--- src/rtl/pt2262_tx_scheduler.sv ---
// Round-robin scheduler sharing one PT2262 encoder between N_REQ requesters.
// Optional watchdog on missing sync edges: define PT2262_SCHED_WDOG_EN.
module pt2262_tx_scheduler #(
  parameter int unsigned N_REQ        = 4,
  parameter int unsigned REPEATS      = 4,
  parameter int unsigned RST_HOLD_CYC = 500,
  parameter int unsigned SYNC_GAP_CYC = 31000,
  parameter int unsigned WDOG_CYC     = 262144
) (
  input  logic                 clk,
  input  logic                 rst,
  input  logic [N_REQ-1:0]     req,
  input  logic [8*N_REQ-1:0]   req_addr,
  input  logic [4*N_REQ-1:0]   req_data,
  output logic [N_REQ-1:0]     grant,
  output logic [N_REQ-1:0]     done,
  output logic                 err,
  output logic                 busy,
  output logic                 enc_reset,
  output logic [7:0]           enc_A,
  output logic [3:0]           enc_D,
  input  logic                 enc_sync
);

  localparam int unsigned HOLD_GAP_MAX = (RST_HOLD_CYC > SYNC_GAP_CYC) ? RST_HOLD_CYC : SYNC_GAP_CYC;
  localparam int unsigned CNT_MAX      = (WDOG_CYC > HOLD_GAP_MAX) ? WDOG_CYC : HOLD_GAP_MAX;
  localparam int unsigned CNT_W        = $clog2(CNT_MAX + 1);
  localparam int unsigned PTR_W        = $clog2(N_REQ);
  localparam int unsigned WC_W         = $clog2(REPEATS + 1);

  typedef enum logic [2:0] {
    S_IDLE, S_ARB, S_LOAD, S_RUN, S_GAP, S_DONE, S_ABORT
  } state_t;

  state_t             state_q, state_d;
  logic [PTR_W-1:0]   ptr_q, ptr_d;
  logic [PTR_W-1:0]   win_q, win_d;
  logic [N_REQ-1:0]   grant_q, grant_d;
  logic [7:0]         enc_a_q, enc_a_d;
  logic [3:0]         enc_d_q, enc_d_d;
  logic [CNT_W-1:0]   cnt_q, cnt_d;
  logic [WC_W-1:0]    word_cnt_q, word_cnt_d;
  logic [2:0]         sync_q;
  logic               sync_rise;

  logic               arb_found;
  logic [PTR_W-1:0]   arb_idx;
  logic [PTR_W-1:0]   cand_idx;
  int unsigned        cand;

  // sync_q[1:0] is the two-flop synchroniser, sync_q[2] the edge flop
  assign sync_rise = sync_q[1] & ~sync_q[2];

  // First set request searching upward from ptr_q, wrapping at N_REQ
  always_comb begin
    arb_found = 1'b0;
    arb_idx   = '0;
    cand      = 0;
    cand_idx  = '0;
    for (int unsigned i = 0; i < N_REQ; i++) begin
      cand = int'(ptr_q) + i;
      if (cand >= N_REQ) cand = cand - N_REQ;
      cand_idx = PTR_W'(cand);
      if (!arb_found && req[cand_idx]) begin
        arb_found = 1'b1;
        arb_idx   = cand_idx;
      end
    end
  end

  always_ff @(posedge clk or negedge rst) begin
    if (!rst) begin
      state_q    <= S_IDLE;
      ptr_q      <= '0;
      win_q      <= '0;
      grant_q    <= '0;
      enc_a_q    <= '0;
      enc_d_q    <= '0;
      cnt_q      <= '0;
      word_cnt_q <= '0;
      sync_q     <= '0;
    end else begin
      state_q    <= state_d;
      ptr_q      <= ptr_d;
      win_q      <= win_d;
      grant_q    <= grant_d;
      enc_a_q    <= enc_a_d;
      enc_d_q    <= enc_d_d;
      cnt_q      <= cnt_d;
      word_cnt_q <= word_cnt_d;
      sync_q     <= {sync_q[1:0], enc_sync};
    end
  end

  always_comb begin
    state_d    = state_q;
    ptr_d      = ptr_q;
    win_d      = win_q;
    grant_d    = grant_q;
    enc_a_d    = enc_a_q;
    enc_d_d    = enc_d_q;
    cnt_d      = cnt_q;
    word_cnt_d = word_cnt_q;
    case (state_q)
      S_IDLE: begin
        if (|req) state_d = S_ARB;
      end
      S_ARB: begin
        if (arb_found) begin
          state_d          = S_LOAD;
          grant_d          = '0;
          grant_d[arb_idx] = 1'b1;
          win_d            = arb_idx;
          enc_a_d          = req_addr[{arb_idx, 3'b000} +: 8];
          enc_d_d          = req_data[{arb_idx, 2'b00} +: 4];
          cnt_d            = '0;
          word_cnt_d       = '0;
        end else begin
          state_d = S_IDLE;
        end
      end
      S_LOAD: begin
        if (cnt_q == CNT_W'(RST_HOLD_CYC - 1)) begin
          state_d = S_RUN;
          cnt_d   = '0;
        end else begin
          cnt_d = cnt_q + 1'b1;
        end
      end
      S_RUN: begin
        if (sync_rise) begin
          cnt_d      = '0;
          word_cnt_d = word_cnt_q + 1'b1;
          if (word_cnt_q == WC_W'(REPEATS - 1)) state_d = S_GAP;
        end
`ifdef PT2262_SCHED_WDOG_EN
        else if (cnt_q == CNT_W'(WDOG_CYC - 1)) begin
          state_d = S_ABORT;
        end else begin
          cnt_d = cnt_q + 1'b1;
        end
`endif
      end
      S_GAP: begin
        if (cnt_q == CNT_W'(SYNC_GAP_CYC - 1)) begin
          state_d = S_DONE;
        end else begin
          cnt_d = cnt_q + 1'b1;
        end
      end
      S_DONE, S_ABORT: begin
        state_d = S_IDLE;
        grant_d = '0;
        ptr_d   = (win_q == PTR_W'(N_REQ - 1)) ? '0 : win_q + 1'b1;
      end
      default: state_d = S_IDLE;
    endcase
  end

  always_comb begin
    grant     = grant_q;
    enc_A     = enc_a_q;
    enc_D     = enc_d_q;
    busy      = (state_q != S_IDLE);
    enc_reset = !((state_q == S_RUN) || (state_q == S_GAP));
    done      = (state_q == S_DONE) ? grant_q : '0;
`ifdef PT2262_SCHED_WDOG_EN
    err       = (state_q == S_ABORT);
`else
    err       = 1'b0;
`endif
  end

endmodule

--- config.mk ---
export PLATFORM = sky130hd
export DESIGN_NAME = pt2262_tx_scheduler
export DESIGN_NICKNAME = d
export VERILOG_FILES = /design/src/rtl/pt2262_tx_scheduler.sv
export SDC_FILE = /design/constraint.sdc
export NUM_CORES = 1
export LEC_CHECK = 0
export ABC_AREA = 1
export CORE_ASPECT_RATIO = 0.6
export CORE_MARGIN = 3
export CORE_UTILIZATION = 35
export DETAILED_ROUTE_END_ITERATION = 10
export GPL_ROUTABILITY_DRIVEN = 0
export PLACE_DENSITY_LB_ADDON = 0.1
export SYNTH_ARGS = -nofsm -noshare
export SYNTH_HDL_FRONTEND = slang
export SYNTH_SLANG_ARGS = --single-unit
--- constraint.sdc ---
create_clock -name clk -period 2.4 [get_ports clk]
set_input_delay 0.6 -clock clk [delete_from_list [all_inputs] [get_ports clk]]
set_output_delay 0.6 -clock clk [all_outputs]
set_load 0.01 [all_outputs]
==> Yosys cells after proc, flatten, opt, wreduce, memory -nomap -nowiden <==
Cells that the tools add are included.
{ "totals": {"ff_bits": 48, "in_bits": 55, "output_inout_bits": 23} }
{ "op_classes": {"add_sub_neg": 10, "order_cmp": 10, "n_eq_ne": 17, "n_shift": 2, "muxes": 41, "n_bitwise": 2, "n_reduce_logical": 21} }
{ "op_table": {"columns": ["op", "n"], "rows": [
  ["$mux W19", 4],
  ["$pmux W19 S4", 1],
  ["$shiftx A32 B6 Y8", 1],
  ["$mux W3", 7],
  ["$mux W2", 10],
  ["$add A19 B1 Y19 const B", 1],
  ["$eq A19 B15 Y1 const B", 1],
  ["$eq A19 B9 Y1 const B", 1],
  ["$shiftx A16 B5 Y4", 1],
  ["$lt A2 B3 Y1 const B", 5],
  ["$pmux W3 S5", 1],
  ["$ne A2 B2 Y1 const B", 7],
  ["$eq A3 B2 Y1 const B", 3],
  ["$eq A3 B3 Y1 const B", 3],
  ["$ge A3 B3 Y1 const B", 3],
  ["$mux W1", 9],
  ["$bmux W1 S2", 4],
  ["$mux W4", 2],
  ["$pmux W4 S2", 1],
  ["$sub A2 B1 Y2 const B", 4],
  ["$add A2 B2 Y3 const B", 2],
  ["$pmux W3 S2", 1],
  ["$reduce_and A5 Y1", 1],
  ["$logic_and A1 B1 Y1", 4],
  ["21 further kinds", 26]
]} }

==> Logic depth before layout (Yosys ltp) <==
{ "depth": {"depth_word": 20, "ltp_mapped": 16} }

==> Least setup slack after synthesis <==
No wires, ideal clock.
{ "synth_path": {"path_kind": "input-to-reg", "from": "input port req[3]", "to": "register enc_a_q[7] (netlist: enc_A[7])", "arrival_ns": 1.682, "required_time_ns": 2.283, "path_slack_ns": 0.601, "path_stages": 15, "cell_sequence": "inv_1 > nand2_1 > nand3_2 > nand2_2 > nor2_4 > nand3_2 > nand2_4 > nand2_4 > buf_6 > nand2_1 > nand2_1 > nand2_1 > nand2_1 > nand2_1 > nand2_1"} }
{ "synth_via": {"elab_chain_len": 13} }
{ "synth_lines": {"columns": ["element", "line_no", "source"], "rows": [
  ["start: declaration", "12", "input logic [N_REQ-1:0] req,"],
  ["$bmux W1 S2", "64", "if (!arb_found && req[cand_idx]) begin"],
  ["$mux W1 (implied by the code)", "64", null],
  ["$mux W1", "64", null],
  ["$logic_not A1 Y1", "64", null],
  ["$logic_and A1 B1 Y1", "64", null],
  ["$mux W1", "64", null],
  ["$logic_not A1 Y1", "64", null],
  ["$logic_and A1 B1 Y1", "64", null],
  ["$mux W1", "64", null],
  ["$logic_not A1 Y1", "64", null],
  ["$logic_and A1 B1 Y1", "64", null],
  ["$mux W2 / $mux W1 (equally long branches)", "64", null],
  ["$shiftx A32 B6 Y8 / $reduce_and A2 Y1 (equally long branches)", null, null],
  ["end signal: assignment", "87", "enc_a_q <= enc_a_d;"],
  ["end: declaration", "39", "logic [7:0] enc_a_q, enc_a_d;"]
]} }
Several ways; a longest one is shown, not always the timed one. The select of a mux whose other input is x is not followed.
A chain may end at the register's enable or synchronous reset.

==> Final worst setup path <==
{ "layout_path": {"from": "register state_q[1]", "to": "output port done[1]"} }
{ "layout_via": {"elab_chain_len": 2} }
{ "layout_lines": {"columns": ["element", "line_no", "source"], "rows": [
  ["start: declaration", "35", "state_t state_q, state_d;"],
  ["start signal: assignment", "83", "state_q <= state_d;"],
  ["$eq A3 B3 Y1", "166", "done = (state_q == S_DONE) ? grant_q : '0;"],
  ["$mux W4", "166", null],
  ["end: declaration", "16", "output logic [N_REQ-1:0] done,"]
]} }
Every way passes these cells.

==> results_dict.tcl <==
set metrics [dict create \
    status "finished, final reports clean" \
    cts_resized 0 \
    arrival_ns 1.70 \
    dieArea_sq_um 10700 \
    grt_pass1_wl_um 16300 \
    ys_top_cells_by_count "nand2_1, dfrtp_1, nand3_1, inv_1, nor2_1" \
    die_w_um 132 \
    wl_um 9410 \
    yosysTopAreaCellShare_pct 36.1 \
    worst-path-max-fanout 4 \
    final_core_util_pct 50.1 \
    r2r_cells 14 \
    clock_latency_ns 0.29 \
    clk_pin_slew_ns 0.07 \
    ios 78 \
    ys_seq_elements 48 \
    syn_to_final_growth_pct 33.9 \
    synth_top_family_by_area "simple AND/OR/NAND/NOR gates" \
    antenna_found_initial 0 \
    yosysUniqueCellTypes 34 \
    htree_levels 2 \
    overflow 0 \
    post_cts_buffers 0 \
    hold_path.class "in2async" \
    setup_viol 0 \
    final_antenna_net_count 0 \
    final_layout_size_suffix_gt1_share_pct 6.85 \
    drv_cap 0 \
    synth_compound_area_share_pct 8.43 \
    hpwl_um 7370 \
    synth_mux_area_share_pct 0 \
    syn_area_per_cell_sq_um 6.62 \
    synth_top_cell_by_area "dfrtp_1" \
    leakagePower_uw 0.00216 \
    drc 0 \
    wl_per_cell_um 13.2 \
    via_count 3486 \
    cts.sinks 48 \
    fin_nets 643 \
    io_buffers 76 \
    power.switching_uw 2430 \
    cts_buffer_depth 2 \
    synthXorXnorAreaFrac_pct 3.16 \
    setup.worst_path.start "state_q[1]$_DFFE_PN0P_" \
    p_clk_share_pct 16.3 \
    synthesis.nets 562 \
    cts_root_buffer "clkbuf_16" \
    r2r_slack_ns 0.37 \
    ir_drop_uv 690 \
    power_frac_seq_pct 23.0 \
    intPower_uw 2690 \
    swShare_pct 47.5 \
    worstMarginPinSlew_ns 0.622 \
    die_h_um 81.5 \
    grt_max_degree 27 \
    finalCriticalPeriod_ns 2.30 \
    synth_fa_ha_area_share_pct 1.88 \
    r2r-end "enc_A[6]$_DFFE_PN0P_" \
    cp.required_ns 1.80 \
    cts.hold.buffers_added 0 \
    synthTopCellsByArea "dfrtp_1, nand2_1, nand3_1" \
    cts_tree "done" \
    grt_usage_pct 18.6 \
    instances_no_fill 710 \
    cp-start-kind "flop" \
    post-synth-top-count-cell "nand2_1" \
    max_freq_ghz 0.435 \
    maxSlewViolCount 0 \
    hold_viol_final 0 \
    dp.cells 702 \
    grt_pass1_vias 3230 \
    p_per_area_nw_per_um2 1150 \
    crit_path_end_kind "primary output" \
    p_comb_share_pct 60.7 \
    clock_skew_ns 0.00242 \
    seq_area_frac_synth_pct 36.1 \
    firstDrtPassIters 4 \
    n_antenna_cell 0 \
    synth_ff_type "dfrtp_1" \
    synth_area_sq_um 3320 \
    period_share_pct 95.7 \
    start_util_pct 37.4 \
    synth_simple_gate_area_share_pct 41.9 \
    numCtsBuffers 5 \
    reg2reg_from "ptr_q[0]$_DFFE_PN0N_" \
    yosysWarnings 0 \
    via_per_inst 4.91 \
    setup.worst_path.end "done[1]" \
    netlist_instances 502 \
    coreArea_sq_um 8880 \
    slew_headroom_pct 58.2 \
    rows 26 \
    synth_edf_count 0 \
    drt_iter0_markers 196 \
    setup.worst_path.class "reg2out" \
    synthArstFlopShare_pct 100 \
    rsz0062_at_grt "no" \
]
per-layer routing:
| metal | up-vias | track usage [%] | routed length, um |
|---|---|---|---|
| met1 | 1608 | 28.3 | 4930 |
| li1 | 1777 | - | - |
| met4 | 0 | 2.83 | 82 |
| met3 | 11 | 3.98 | 572 |
| met2 | 90 | 27.6 | 3820 |
| met5 | - | 0 | 0 |
cells in the final DEF, fill, tap and decap left out, drive strengths merged:
cell,instances
a21o,2
a21oi,8
a31oi,2
buf,15
bufinv,1
clkbuf,6
clkdlybuf4s50,74
clkinv,2
conb,1
dfrtp,48
dlymetal6s2s,1
ha,5
inv,47
nand2,217
nand3,49
nand3b,4
nand4,10
nor2,26
nor3,17
nor4,1
o211ai,8
o21a,1
o21ai,22
o21bai,2
o22ai,2
o31ai,1
xnor2,1
xor2,11
stage by stage:
stage | hold slack (ns) | area, sq um | TNS [ns] | total power [uW] | worst slack, ns
after global placement | 0.339 | 4270 | -0.00888 | 4310 | -0.00664
after detailed placement | 0.347 | 4270 | -0.544 | 4330 | -0.0607
after CTS | 0.309 | 4450 | 0 | 5180 | 0.0768
after floorplan | 0.304 | 3320 | 0 | 3370 | 0.601
after global routing | 0.332 | 4450 | 0 | 5700 | 0.0102
final | 0.288 | 4450 | 0 | 5120 | 0.102
sequential cells by signal, indices dropped and copies added, names as in the netlist, 3 cells and up:
register,count
state_q,3
enc_A,8
word_cnt_q,3
sync_q,3
grant,4
enc_D,4
cnt_q,19
how the worst min path moves through the flow:
stage / endpoint / slack, ns / cells after the start / from
floorplan: cnt_q[0]$_DFFE_PN0P_ / 0.30 / 0 / rst
global placement: sync_q[1]$_DFF_PN0_ / 0.34 / 0 / sync_q[0]$_DFF_PN0_
detailed placement: sync_q[1]$_DFF_PN0_ / 0.35 / 0 / sync_q[0]$_DFF_PN0_
CTS: cnt_q[5]$_DFFE_PN0P_ / 0.31 / 1 / rst
global route: cnt_q[2]$_DFFE_PN0P_ / 0.33 / 1 / rst
finish: cnt_q[5]$_DFFE_PN0P_ / 0.29 / 1 / rst
kinds of logic after synthesis:
logic type | Yosys count
other | 1
AO/OA/AOI/OAI | 48
adder cells (fa/ha/maj) | 5
AND/OR/NAND/NOR | 324
XOR/XNOR | 12
buffers and inverters | 64
flip-flops | 48
critical path: stages (launching register included):
cell	delay, ns
dfrtp_1	0.40
inv_1	0.09
nand3_1	0.17
nor2_1	0.18
clkdlybuf4s50_1	0.56
power groups by stage:
stage          registers [uW]  logic (uW)  clock network [uW]
2_1_floorplan            1190        2180                   0
3_3_place_gp             1190        3120                   0
3_5_place_dp             1190        3140                   0
4_1_cts                  1180        3150                 859
5_1_grt                  1210        3580                 905
6_report                 1180        3100                 835
cell type report:
class | count | area (sq um)
clock buffer | 6 | 139
fill | 916 | 4430
inverter | 48 | 180
sequential | 48 | 1200
clock inverter | 2 | 38.8
tap | 126 | 158
timing repair buffer | 90 | 888
multi-input combinational | 390 | 1850
Note: power is estimated with default switching activity, not from simulation.
